===== config.mk =====
export PLATFORM = sky130hd
export DESIGN_NAME = overweight_handler_flat
export DESIGN_NICKNAME = d
export VERILOG_FILES = /design/src/rtl/elevator_emergency_pkg.sv /design/src/rtl/overweight_handler_if.sv /design/src/rtl/level_debounce.sv /design/src/rtl/overweight_handler.sv /design/src/flat_wrapper.sv
export SDC_FILE = /design/constraint.sdc
export NUM_CORES = 1
export LEC_CHECK = 0
export BUFFER_PORTS_ARGS = -buffer_cell sky130_fd_sc_hd__buf_2
export CORE_UTILIZATION = 45
export CTS_CLUSTER_SIZE = 25
export DETAILED_ROUTE_END_ITERATION = 16
export PLACE_DENSITY = 0.65
export SYNTH_ARGS = -nofsm -noshare
export SYNTH_HDL_FRONTEND = slang
export SYNTH_SLANG_ARGS = --single-unit

===== constraint.sdc =====
create_clock -name clk -period 4.2 [get_ports clk]
set_input_delay 0.42 -clock clk [delete_from_list [all_inputs] [get_ports clk]]
set_output_delay 0.42 -clock clk [all_outputs]
set_load 0.02 [all_outputs]

===== src/rtl/elevator_emergency_pkg.sv =====
// rtl/elevator_emergency_pkg.sv - shared state encoding, default constants and counter sizing helper
package elevator_emergency_pkg;

    typedef enum logic [2:0] {
        ST_IDLE        = 3'd0,
        ST_ALARM       = 3'd1,
        ST_RESET_PULSE = 3'd2,
        ST_VERIFY      = 3'd3,
        ST_FAULT       = 3'd4
    } ow_state_e;

    localparam int DEF_DEBOUNCE_CYCLES    = 4;
    localparam int DEF_RESET_PULSE_CYCLES = 2;
    localparam int DEF_VERIFY_TIMEOUT     = 8;

    // A counter that spans 0..n-1 needs $clog2(n) bits; keep at least one bit for n == 1.
    function automatic int cnt_width(input int n);
        return (n > 1) ? $clog2(n) : 1;
    endfunction

endpackage


===== src/rtl/overweight_handler_if.sv =====
// rtl/overweight_handler_if.sv - weight_control / sensor / actuator signal bundle
interface overweight_handler_if;
    logic weight_limit_exceeded;
    logic load_ok;
    logic weight_flip_reset;
    logic door_hold_open;
    logic motion_inhibit;
    logic alarm;
    logic fault;

    modport master (
        input  weight_limit_exceeded,
        input  load_ok,
        output weight_flip_reset,
        output door_hold_open,
        output motion_inhibit,
        output alarm,
        output fault
    );

    modport slave (
        output weight_limit_exceeded,
        output load_ok,
        input  weight_flip_reset,
        input  door_hold_open,
        input  motion_inhibit,
        input  alarm,
        input  fault
    );
endinterface


===== src/rtl/level_debounce.sv =====
// rtl/level_debounce.sv - accepts a level after CYCLES consecutive high samples
module level_debounce
    import elevator_emergency_pkg::*;
#(
    parameter int CYCLES = DEF_DEBOUNCE_CYCLES
) (
    input  logic clk,
    input  logic reset,
    input  logic clear,
    input  logic level,
    output logic accepted
);
    localparam int            CW   = cnt_width(CYCLES);
    localparam logic [CW-1:0] LAST = CW'(CYCLES - 1);

    logic [CW-1:0] count;

    // Count saturates at LAST so a long-held level keeps reporting accepted.
    always_ff @(posedge clk or posedge reset) begin
        if (reset) begin
            count <= '0;
        end else if (clear || !level) begin
            count <= '0;
        end else if (count != LAST) begin
            count <= count + 1'b1;
        end
    end

    assign accepted = level && (count == LAST);
endmodule


===== src/rtl/overweight_handler.sv =====
// rtl/overweight_handler.sv - overweight alarm / clear / verify sequencer
// Optional alarm blinking in ALARM and FAULT is enabled with `define OVERWEIGHT_BLINK_EN.
module overweight_handler
    import elevator_emergency_pkg::*;
#(
    parameter int DEBOUNCE_CYCLES    = DEF_DEBOUNCE_CYCLES,
    parameter int RESET_PULSE_CYCLES = DEF_RESET_PULSE_CYCLES,
    parameter int VERIFY_TIMEOUT     = DEF_VERIFY_TIMEOUT
) (
    input  logic                 clk,
    input  logic                 reset,
    overweight_handler_if.master bus
);
    localparam int            PW         = cnt_width(RESET_PULSE_CYCLES);
    localparam int            VW         = cnt_width(VERIFY_TIMEOUT);
    localparam logic [PW-1:0] PULSE_LAST = PW'(RESET_PULSE_CYCLES - 1);
    localparam logic [VW-1:0] VERIFY_LAST = VW'(VERIFY_TIMEOUT - 1);

    ow_state_e     state, next_state;
    logic [PW-1:0] pulse_cnt;
    logic [VW-1:0] verify_cnt;
    logic          weight_acc, load_acc;
    logic          flip_d, hold_d, inhibit_d, alarm_d, fault_d, alarm_gate;

    // Each debouncer only counts in the state that consumes it, so entry always starts from zero.
    level_debounce #(.CYCLES(DEBOUNCE_CYCLES)) u_weight_db (
        .clk      (clk),
        .reset    (reset),
        .clear    (state != ST_IDLE),
        .level    (bus.weight_limit_exceeded),
        .accepted (weight_acc)
    );

    level_debounce #(.CYCLES(DEBOUNCE_CYCLES)) u_load_db (
        .clk      (clk),
        .reset    (reset),
        .clear    (state != ST_ALARM),
        .level    (bus.load_ok),
        .accepted (load_acc)
    );

    always_ff @(posedge clk or posedge reset) begin
        if (reset) begin
            state <= ST_IDLE;
        end else begin
            state <= next_state;
        end
    end

    always_comb begin
        next_state = state;
        case (state)
            ST_IDLE: begin
                if (weight_acc) next_state = ST_ALARM;
            end
            ST_ALARM: begin
                if (!bus.weight_limit_exceeded) next_state = ST_IDLE;
                else if (load_acc)              next_state = ST_RESET_PULSE;
            end
            ST_RESET_PULSE: begin
                if (pulse_cnt == PULSE_LAST) next_state = ST_VERIFY;
            end
            ST_VERIFY: begin
                if (!bus.load_ok)                    next_state = ST_ALARM;
                else if (!bus.weight_limit_exceeded) next_state = ST_IDLE;
                else if (verify_cnt == VERIFY_LAST)  next_state = ST_FAULT;
            end
            ST_FAULT: begin
                next_state = ST_FAULT;
            end
            default: begin
                next_state = ST_IDLE;
            end
        endcase
    end

    // Outputs are decoded from next_state and registered, so they track the state register exactly.
    always_comb begin
        flip_d    = (next_state == ST_RESET_PULSE);
        hold_d    = (next_state != ST_IDLE);
        inhibit_d = (next_state != ST_IDLE);
        alarm_d   = (next_state == ST_ALARM) || (next_state == ST_FAULT);
        fault_d   = (next_state == ST_FAULT);
    end

    always_ff @(posedge clk or posedge reset) begin
        if (reset) begin
            pulse_cnt  <= '0;
            verify_cnt <= '0;
        end else begin
            if (state != ST_RESET_PULSE)  pulse_cnt <= '0;
            else if (pulse_cnt != PULSE_LAST) pulse_cnt <= pulse_cnt + 1'b1;

            if (state != ST_VERIFY)             verify_cnt <= '0;
            else if (verify_cnt != VERIFY_LAST) verify_cnt <= verify_cnt + 1'b1;
        end
    end

`ifdef OVERWEIGHT_BLINK_EN
    logic [1:0] blink_cnt;
    logic       blink_on, blink_on_d, blink_state, blink_entry;

    assign blink_state = (next_state == ST_ALARM) || (next_state == ST_FAULT);
    assign blink_entry = blink_state && (next_state != state);

    always_comb begin
        blink_on_d = 1'b1;
        if (blink_state && !blink_entry) begin
            blink_on_d = (blink_cnt == 2'd3) ? ~blink_on : blink_on;
        end
    end

    always_ff @(posedge clk or posedge reset) begin
        if (reset) begin
            blink_cnt <= 2'd0;
            blink_on  <= 1'b0;
        end else begin
            blink_on <= blink_on_d;
            if (!blink_state || blink_entry) blink_cnt <= 2'd0;
            else                             blink_cnt <= (blink_cnt == 2'd3) ? 2'd0 : blink_cnt + 2'd1;
        end
    end

    assign alarm_gate = blink_on_d;
`else
    assign alarm_gate = 1'b1;
`endif

    always_ff @(posedge clk or posedge reset) begin
        if (reset) begin
            bus.weight_flip_reset <= 1'b0;
            bus.door_hold_open    <= 1'b0;
            bus.motion_inhibit    <= 1'b0;
            bus.alarm             <= 1'b0;
            bus.fault             <= 1'b0;
        end else begin
            bus.weight_flip_reset <= flip_d;
            bus.door_hold_open    <= hold_d;
            bus.motion_inhibit    <= inhibit_d;
            bus.alarm             <= alarm_d & alarm_gate;
            bus.fault             <= fault_d;
        end
    end
endmodule


===== src/flat_wrapper.sv =====
// flat-port wrapper written by rule: the top's interface ports become plain ports
module overweight_handler_flat import elevator_emergency_pkg::*;
#(
    parameter int DEBOUNCE_CYCLES    = DEF_DEBOUNCE_CYCLES,
    parameter int RESET_PULSE_CYCLES = DEF_RESET_PULSE_CYCLES,
    parameter int VERIFY_TIMEOUT     = DEF_VERIFY_TIMEOUT
)
  (clk, reset, bus_weight_limit_exceeded, bus_load_ok, bus_weight_flip_reset, bus_door_hold_open, bus_motion_inhibit, bus_alarm, bus_fault);
  overweight_handler_if bus_i ();
  input  logic clk;
  input  logic reset;
  input wire logic [$bits(bus_i.weight_limit_exceeded)-1:0] bus_weight_limit_exceeded;
  input wire logic [$bits(bus_i.load_ok)-1:0] bus_load_ok;
  output wire logic [$bits(bus_i.weight_flip_reset)-1:0] bus_weight_flip_reset;
  output wire logic [$bits(bus_i.door_hold_open)-1:0] bus_door_hold_open;
  output wire logic [$bits(bus_i.motion_inhibit)-1:0] bus_motion_inhibit;
  output wire logic [$bits(bus_i.alarm)-1:0] bus_alarm;
  output wire logic [$bits(bus_i.fault)-1:0] bus_fault;
  assign bus_i.weight_limit_exceeded = bus_weight_limit_exceeded;
  assign bus_i.load_ok = bus_load_ok;
  assign bus_weight_flip_reset = bus_i.weight_flip_reset;
  assign bus_door_hold_open = bus_i.door_hold_open;
  assign bus_motion_inhibit = bus_i.motion_inhibit;
  assign bus_alarm = bus_i.alarm;
  assign bus_fault = bus_i.fault;
  overweight_handler #(.DEBOUNCE_CYCLES(DEBOUNCE_CYCLES), .RESET_PULSE_CYCLES(RESET_PULSE_CYCLES), .VERIFY_TIMEOUT(VERIFY_TIMEOUT)) u_core (.clk(clk), .reset(reset), .bus(bus_i));
endmodule

==> metrics.txt <==
status complete, no violations; Worst-Margin Slew 0.5388 ns; Final period util 40.30%; Die W 41.92 microns; CP arrival 1.84 ns; Worst path most repeated cell ha_1; Non-Filler Instances 89; First DRT Iteration DRCs 3; Post-CTS Setup Repair Bufs 0; Setup crit end kind flop; DRT antenna net count 0; Max-Cap Viols 0; GRT Util Overall 14.15%; combinational family with the most area after synthesis simple AND/OR/NAND/NOR gates; compound-gate portion of the synthesized area 9.250%; Row Count 14; # resized after CTS 0; unrepaired setup endpoints after global routing no; max-slew violations 0; CTS sink count 15; CP Cell Sequence ha_1, ha_1, nand3b_1, a21boi_1, o21bai_2, inv_2, or3_1; Final Wtd Congestion 0.7293; Post-Synth Simple-Gate Area 17.98%; clock share of power 33.7%; Critical R2R Capture u_core.bus.door_hold_open$_DFF_PP0_; Residual DRC 0; crit-path max cell delay 0.37 ns; Top delay family on crit path simple AND/OR/NAND/NOR gates; vias in the first global route 446; Max VDD drop 158.2 uV; Switching Fraction 19.22%; Flop pwr share 63.9%; Syn Nets 71; WL/cell 11.56 microns; initial core utilization 48.15%; Slew headroom 64.04%; Netlist cell types 25; Ant. Diodes 0; Worst Path Buf+Inv 1; TritonCTS clock tree yes; Ys Warns 0; flop and latch count out of synthesis 15; clk_skew 0.006223 ns; most common cell after layout, fill and taps aside dfrtp_1; Mean Syn Cell Area 11.38 sq um; Final Critical Period 1.692 ns; Fill cells 134; FF-to-FF Start u_core.verify_cnt[0]$_DFFE_PP0P_; R2R depth 7; placed cells 85; worst-skew pair later-pin latency 0.27 ns; Via density 5.157; die height 41.92 microns; Fin. Hold Viols 0; CTS max path bufs 2; Core ar. 1489 sq um; area grow syn2layout 9.948%; kind of critical path flop to flop; fin util 52.94%; setup TNS 0 ns; layout cell share with drive strength beyond 1 23.29%; flop-to-flop setup slack 2.51 ns; CP max stage cell dfrtp_1; CP Launch Type flop; CTS Root Cell clkbuf_4; GRT overflow 0; DR vias 459; FMAX 0.5908 GHz; DP Wirelength 842.5 microns; Nets 82; Adder-Cell Fraction of Synth Area 6.981%; CTS Buf Count 3; pin count of the biggest net entering global routing 16; first-pass GRT wire length 1814 microns; top fanout value on the critical path 6; Cell Pwr Density 286.3 nW/um^2; H-Tree Depth 1; most frequent cells in the layout dfrtp_1, nor2_1, buf_2; DR pass1 iterations 5; Seq/Total Area, Yosys 52.36%; Syn Inst Count 63; CTS clk-pin slew, worst paths 0.08 ns; setup violators final 0; Post-Syn Area 716.9 sq um; worst-case hold slack 0.1703 ns; P_int 182.3 uW; I/O pin count 9; I/O Buffers 8; xor/xnor share of the synthesized area 3.665%; Routed WL 1029 microns; Worst EP required 4.35 ns; Hold-fix buffers, CTS 0; multiplexer share of the synthesized area 5.585%; initial antenna violation count 0; die area 1757 sq um; Comb pwr share 2.4%; Hold Crit Class primary input to asynchronous set/reset pin; static leakage 0.0003664 uW; sw power 43.38 uW
[worst reg2reg max path, stage by stage (launching register included)]
cell	delay, ns
dfrtp_1	0.37
ha_1	0.16
ha_1	0.29
nand3b_1	0.15
a21boi_1	0.07
o21bai_2	0.17
inv_2	0.06
or3_1	0.31
[per-layer routing]
| layer | up-vias | track usage, % | share of wire, % |
|---|---|---|---|
| li1 | 232 | - | - |
| met1 | 219 | 17.28 | 48 |
| met2 | 8 | 22.19 | 46 |
| met3 | 0 | 8.261 | 5.2 |
| met4 | 0 | 1.935 | 0 |
| met5 | - | 0 | 0 |
[power groups by stage]
| stage | Clock [uW] | Combinational (uW) | Sequential, uW |
|---|---|---|---|
| global placement | 0 | 5.57 | 147 |
| floorplan | 0 | 2.48 | 147 |
| finish | 76.1 | 5.31 | 144 |
| detailed placement | 0 | 5.53 | 147 |
| CTS | 80.2 | 5.55 | 144 |
| global route | 86.8 | 6.45 | 144 |
[area by class of cell]
cell class	count	area, sq um	area share [%]
Tap cell	16	20.02	2.540
Timing Repair Buffer	8	40.04	5.079
Sequential cell	15	375.4	47.62
Clock buffer	4	26.28	3.333
Multi-Input combinational cell	42	311.5	39.52
Inverter	4	15.01	1.905
[synth_stat cells]
cell type | count | share of area, %
and2b_4 | 1 | 1.4
o31ai_2 | 1 | 1.7
o21bai_2 | 1 | 1.6
nand3b_1 | 3 | 3.1
inv_1 | 3 | 1.6
nand3_1 | 1 | 0.70
nor3b_1 | 1 | 1.0
buf_4 | 2 | 2.1
nand2b_1 | 1 | 0.87
inv_2 | 1 | 0.52
o221ai_2 | 1 | 2.1
nand4_1 | 1 | 0.87
nor2_1 | 9 | 4.7
ha_1 | 4 | 7.0
a21boi_1 | 1 | 1.0
o21ai_0 | 1 | 0.70
mux2i_1 | 4 | 5.6
a21o_1 | 1 | 1.0
nand2_1 | 4 | 2.1
nor3_1 | 1 | 0.70
o31ai_1 | 1 | 1.0
nand3b_2 | 1 | 1.6
or3_1 | 1 | 0.87
xor2_1 | 3 | 3.7
dfrtp_1 | 15 | 52
[flip-flops by register name, summed over array words and instances, names as in the netlist, 2 cells and up]
name	flops
u_core.verify_cnt	3
u_core.u_load_db.count	2
u_core.state	3
u_core.u_weight_db.count	2
[cell families (layout without fill, tap and decap cells)]
group                    count (synthesis)  after routing
adder cells (fa/ha/maj)                  4              4
multiplexers                             4              4
buffers and inverters                    6             16
AO/OA/AOI/OAI                            7              7
flip-flops                              15             15
XOR/XNOR                                 3              3
AND/OR/NAND/NOR                         24             24
[metrics by stage]
stage / total power (uW) / instance area (sq um) / worst slack [ns]
6_report: 225.7 / 788.3 / 2.508
5_1_grt: 237.5 / 788.3 / 2.411
4_1_cts: 230.0 / 788.3 / 2.492
3_5_place_dp: 152.7 / 762.0 / 2.506
3_3_place_gp: 152.7 / 762.0 / 2.587
2_1_floorplan: 149.6 / 716.9 / 2.618
[how the worst max path moves through the flow]
stage	startpoint	endpoint	cells past startpoint
2_1_floorplan	u_core.verify_cnt[0]$_DFFE_PP0P_	u_core.bus.alarm$_DFF_PP0_	7
3_5_place_dp	u_core.verify_cnt[0]$_DFFE_PP0P_	u_core.bus.door_hold_open$_DFF_PP0_	7
4_1_cts	u_core.verify_cnt[0]$_DFFE_PP0P_	u_core.bus.door_hold_open$_DFF_PP0_	7
3_3_place_gp	u_core.verify_cnt[0]$_DFFE_PP0P_	u_core.bus.door_hold_open$_DFF_PP0_	7
6_report	u_core.verify_cnt[0]$_DFFE_PP0P_	u_core.bus.door_hold_open$_DFF_PP0_	7
5_1_grt	u_core.verify_cnt[0]$_DFFE_PP0P_	u_core.bus.door_hold_open$_DFF_PP0_	7
Power figures use the tool's default switching activity.
